File: src/rtl/arith_wake_pkg.sv
// Shared types and sizing helpers for the ALU wake/sleep controller.
// The state encoding is fixed at 2 bits so the decoded enables stay glitch-free.
package arith_wake_pkg;

  typedef enum logic [1:0] {
    SLEEP    = 2'd0,
    WAKE     = 2'd1,
    ACTIVE   = 2'd2,
    COOLDOWN = 2'd3
  } wake_state_t;

  localparam int DEPTH_DEF       = 4;
  localparam int WAKE_CYCLES_DEF = 2;
  localparam int IDLE_CYCLES_DEF = 8;
  localparam int CNT_W_DEF       = 16;

  // Bits needed to hold n-1, never less than one.
  function automatic int cnt_w(input int n);
    return (n <= 2) ? 1 : $clog2(n);
  endfunction

endpackage

File: src/rtl/sat_counter.sv
// Event counter that sticks at all-ones instead of wrapping.
// One-cycle update latency; no flow control.
module sat_counter #(
  parameter int W = 16
) (
  input  logic         clk,
  input  logic         rst_n,
  input  logic         inc,
  output logic [W-1:0] count
);

  always_ff @(posedge clk or negedge rst_n) begin
    if (!rst_n) begin
      count <= '0;
    end else if (inc && (count != {W{1'b1}})) begin
      count <= count + 1'b1;
    end
  end

endmodule

File: src/rtl/arith_wake_ctrl.sv
// Lookahead-FIFO consumer that wakes the ALU ahead of arithmetic work and pops per retired instruction.
// ALU usable WAKE_CYCLES+1 cycles after first demand; decode is held only for arithmetic ops while not ready.
module arith_wake_ctrl
  import arith_wake_pkg::*;
#(
  parameter int DEPTH       = DEPTH_DEF,
  parameter int WAKE_CYCLES = WAKE_CYCLES_DEF,
  parameter int IDLE_CYCLES = IDLE_CYCLES_DEF,
  parameter int CNT_W       = CNT_W_DEF
) (
  input  logic             clk,
  input  logic             rst_n,
  input  logic [DEPTH-1:0] hint_bits,
  input  logic             hint_valid,
  input  logic             dec_valid,
  input  logic             dec_is_arith,
  output logic             pop,
  output logic             stall_req,
  output logic             alu_en,
  output logic             alu_ready,
  output logic [CNT_W-1:0] wake_events,
  output logic [CNT_W-1:0] stall_cycles
);

  localparam int WAKE_W = cnt_w(WAKE_CYCLES);
  localparam int IDLE_W = cnt_w(IDLE_CYCLES);

  wake_state_t       state, next_state;
  logic [WAKE_W-1:0] wake_cnt, next_wake_cnt;
  logic [IDLE_W-1:0] idle_cnt, next_idle_cnt;
  logic              demand;
  logic              wake_start;

  assign demand = hint_valid | (dec_valid & dec_is_arith);

  always_ff @(posedge clk or negedge rst_n) begin
    if (!rst_n) begin
      state    <= SLEEP;
      wake_cnt <= '0;
      idle_cnt <= '0;
    end else begin
      state    <= next_state;
      wake_cnt <= next_wake_cnt;
      idle_cnt <= next_idle_cnt;
    end
  end

  always_comb begin
    next_state    = state;
    next_wake_cnt = wake_cnt;
    next_idle_cnt = idle_cnt;
    wake_start    = 1'b0;
    case (state)
      SLEEP: begin
        if (demand) begin
          next_state    = WAKE;
          next_wake_cnt = WAKE_W'(WAKE_CYCLES - 1);
          wake_start    = 1'b1;
        end
      end
      WAKE: begin
        if (wake_cnt == '0) next_state = ACTIVE;
        else                next_wake_cnt = wake_cnt - 1'b1;
      end
      ACTIVE: begin
        if (!demand) begin
          next_state    = COOLDOWN;
          next_idle_cnt = IDLE_W'(IDLE_CYCLES - 1);
        end
      end
      COOLDOWN: begin
        // Fresh demand beats expiry in the same cycle.
        if (demand)              next_state = ACTIVE;
        else if (idle_cnt == '0) next_state = SLEEP;
        else                     next_idle_cnt = idle_cnt - 1'b1;
      end
      default: next_state = SLEEP;
    endcase
  end

  assign alu_en    = (state != SLEEP);
  assign alu_ready = (state == ACTIVE) || (state == COOLDOWN);
  assign stall_req = dec_valid & dec_is_arith & ~alu_ready;
  assign pop       = dec_valid & ~stall_req;

  sat_counter #(.W(CNT_W)) u_wake_events (
    .clk   (clk),
    .rst_n (rst_n),
    .inc   (wake_start),
    .count (wake_events)
  );

  sat_counter #(.W(CNT_W)) u_stall_cycles (
    .clk   (clk),
    .rst_n (rst_n),
    .inc   (stall_req),
    .count (stall_cycles)
  );

  // The summary bit must agree with the vector it summarises.
  hint_consistent : assert property (@(posedge clk) disable iff (!rst_n) hint_valid == (|hint_bits));

endmodule
File: config.mk
export PLATFORM = sky130hd
export DESIGN_NAME = arith_wake_ctrl
export DESIGN_NICKNAME = d
export VERILOG_FILES = /design/src/rtl/arith_wake_pkg.sv /design/src/rtl/sat_counter.sv /design/src/rtl/arith_wake_ctrl.sv
export SDC_FILE = /design/constraint.sdc
export NUM_CORES = 1
export LEC_CHECK = 0
export ABC_AREA = 1
export CELL_PAD_IN_SITES_DETAIL_PLACEMENT = 1
export CELL_PAD_IN_SITES_GLOBAL_PLACEMENT = 1
export CORE_UTILIZATION = 34
export CTS_CLUSTER_SIZE = 25
export DETAILED_ROUTE_END_ITERATION = 8
export PLACE_DENSITY = 0.76
export RECOVER_POWER = 100
export SYNTH_ARGS = -nofsm -noshare
export SYNTH_HDL_FRONTEND = slang
export SYNTH_SLANG_ARGS = --single-unit
File: constraint.sdc
create_clock -name clk -period 1.5 [get_ports clk]
set_clock_uncertainty 0.05 [all_clocks]
set_input_delay 0.3 -clock clk [delete_from_list [all_inputs] [get_ports clk]]
set_output_delay 0.3 -clock clk [all_outputs]
set_load 0.01 [all_outputs]
==> summary.txt <==
Synth
  • Post-synthesis register bit count: 38
  • Sequential share of the synthesized area: 40.1%
  • Post-synthesis cell count: around 330
  • Syn_nets: 345
  • Synthesized cell area: approximately 0.0024 mm2
  • Synth cell types: 27
  • Syn_area_per_cell: approximately 7 um2
  • FFs w/ async S/R, synth: 100%
  • Dominant cell type by area after synthesis: dfrtp_1
  • Ys flop type: dfrtp_1
  • Synth top cells by count: nand2_1 (131), dfrtp_1 (38), nor2_1 (36), inv_1 (31), nand3_1 (22)
  • Synth top area cells: dfrtp_1 (40%), nand2_1 (21%), nor2_1 (5.7%)
  • Top-count cell post-synth: nand2_1
  • YS warnings: 0
  • Number of synthesized flops with an enable pin: 0
  • Yosys top cell area share: 40.1%

GRT
  • First-pass GRT wire length: between 10000 and 15000 um
  • Number of global-route vias before repair: 2641
  • Initial antenna violation count: 0
  • All-Layer GR Usage: a little over a fifth
  • Grt ovf: 0
  • Largest net degree at the start of global routing: 39

Layout
  • Synthesis-to-layout area growth: 52.5%
  • Final net count: 460
  • Share of layout cells above drive strength 1: a little over a third
  • Design area: ~0.0036 mm2
  • Ant diodes: 0
  • Post-Layout Cell Count: approximately 530

Power
  • Lkg Pwr: 1.85 nW
  • VDD IR max: 0.000595 V
  • Switching Share: between 40 and 50%
  • P_sw: between 0.0015 and 0.002 W
  • Pwr dens: around 1300 mW/mm2
  • Int Power: between 0.002 and 0.003 W
  • Clk pwr share: between 10% and 20%
  • Design Power: between 0.004 and 0.005 W
  • Sequential power share: between 30% and 40%
  • Gate power share: 52.3%

Hold path
  • Hold Path Class: flop to flop
  • Hold depth: 2
  • HP Start: idle_cnt[2]
  • Hold endpoint: idle_cnt[2]

Critical path
  • Worst Path Required: between 1500 and 2000 ps
  • Critical Path AT: about 1700 ps
  • Critical Path Source Type: flop
  • R2R Path End: u_wake_events.count[6]
  • Kind of critical path: flop to flop
  • Crit. Startpoint: u_wake_events.count[6]
  • R2R depth: 9
  • R2R setup slack: -90 ps
  • CP Capture Type: flop
  • R2r startpoint: u_wake_events.count[6]
  • Max FO, Critical Path: 5

Clocking
  • CTS clk-pin slew, worst paths: ~80 ps
  • Bufs on Longest Clock Path: 2
  • Clock Sinks: 38
  • CTS Buf Count: 5
  • Clock H-tree levels: 2
  • Root Driver: clkbuf_8
  • Clk_lat worst skew: roughly 300 ps
  • CTS tree: done

Placement
  • DPL Wire Length: a little over 5000 um
  • Area after DPL: slightly above 0.003 mm2
  • Port bufs: 40
  • RePlAce Congestion: about 0.85
  • Placed cell count: 482

Die
  • DIE HEIGHT: ~85 um
  • Die Area: about 0.0073 mm2
  • Die W: roughly 85 um
  • I/O pin cnt: 45
  • Initial Util: around a third
  • Core ar.: just under 0.007 mm2
  • Row cnt: 30

STA
  • Slew margin rel.: 61.5%
  • Min cycle time layout: 1590 ps
  • RSZ-0062 raised after global routing: yes
  • Achievable Freq: 630 MHz
  • Final Hold Viols: 0
  • Final period util: 106%
  • Setup violations, final: 20
  • Final Max Tran Viols: 0
  • Worst Slack Setup Final: -86.8 ps
  • Worst slew pin tran: 577 ps

Drt
  • # DRC: 0
  • 1st-pass router iterations: 4
  • Vias per inst: 4.95
  • Vias: between 2000 and 3000
  • Post-DRT Antenna Nets: 0
  • DRT iter0 DRCs: 79
  • Routed WL: about 8400 um
  • WL/cell: 15.9 um

Flow run
  • Max cap viols: 0

Run status
  • Status: finished with violations
  • Violated checks: negative setup slack
power groups by stage:
stage	Combinational [W]	Clock [W]	Sequential, W
after floorplan	0.000921	0	0.00169
after CTS	0.00228	0.000783	0.00151
after global routing	0.00274	0.000812	0.00154
final	0.00250	0.000767	0.00151
after global placement	0.00196	0	0.00160
after detailed placement	0.00204	0	0.00163
cells by family (layout without fill, tap and decap cells):
logic type | Yosys count | in the layout | share of synthesized area [%]
xor+xnor | 12 | 12 | 4.44
flops | 38 | 38 | 40.1
buf+inv | 39 | 155 | 7.39
compound gates | 22 | 22 | 5.86
simple gates | 217 | 217 | 40.1
fa+ha+maj | 4 | 4 | 2.11
cells in the final DEF, fill, tap and decap left out, types with 11 or more instances in the layout:
cell / synthesis / final
nand2_1: 131 / 104
buf_4: 0 / 49
dfrtp_1: 38 / 34
inv_1: 31 / 29
dlygate4sd2_1: 0 / 29
nand2_2: 4 / 26
nor2_1: 36 / 21
nand3_1: 22 / 21
nor2_2: 7 / 18
xor2_1: 11 / 11
layout make-up:
| type | count | area, um2 |
|---|---|---|
| Sequential cell | 38 | 956 |
| Clock inverter | 1 | 5.00 |
| Multi-Input combinational cell | 255 | 1430 |
| Tap cell | 80 | 100 |
| Clock buffer | 7 | 86.3 |
| Timing Repair Buffer | 113 | 907 |
| Fill cell | 874 | 3140 |
| Inverter | 34 | 135 |
worst max-delay path by stage:
stage,slack (ps),end,cells past startpoint
floorplan,7,u_stall_cycles.count[15],9
detailed placement,-460,pop,5
global placement,-400,pop,5
finish,-90,u_wake_events.count[6],9
CTS,1,u_stall_cycles.count[11],9
global route,-160,u_wake_events.count[13],10
metrics by stage:
step                      setup TNS [ps]  worst slack [ps]  hold WS (ps)  utilization (%)
after floorplan                        0              6.75         -45.6                -
after global placement             -7940              -405           240             46.1
after global routing               -3010              -162           474             53.5
final                               -637             -86.8           458             53.5
after CTS                              0              1.12           454             50.5
after detailed placement           -9510              -462           240             46.1
state kept, by name (all words and copies together) (netlist names):
register / count
state: 2
u_wake_events.count: 16
u_stall_cycles.count: 16
wake_cnt: 1
idle_cnt: 3
metal layers:
layer	global-route usage (%)	share of wire, %	vias up
li1	-	-	1268
met1	25.6	43	1297
met2	40.6	55	44
met3	3.60	2.1	7
met4	3.48	0.65	0
met5	0	0	-
critical path, stage by stage (launching register included):
cell and delay [ps]:
dfrtp_1 510, nand2_2 90, nor2_1 150, nand2_2 100, nor2_2 150, nor2_2 80, buf_6 120, buf_6 120
nand2_2 50, nand2_1 60
timing repair:
action	CTS	global route
hold buffers	1	0
setup endpoints to repair	52	42
pin swaps	8	19
gates resized for setup	69	64
hold endpoints to repair	38	0
setup buffers	28	10
No activity file was read; power rests on OpenSTA's default activity.
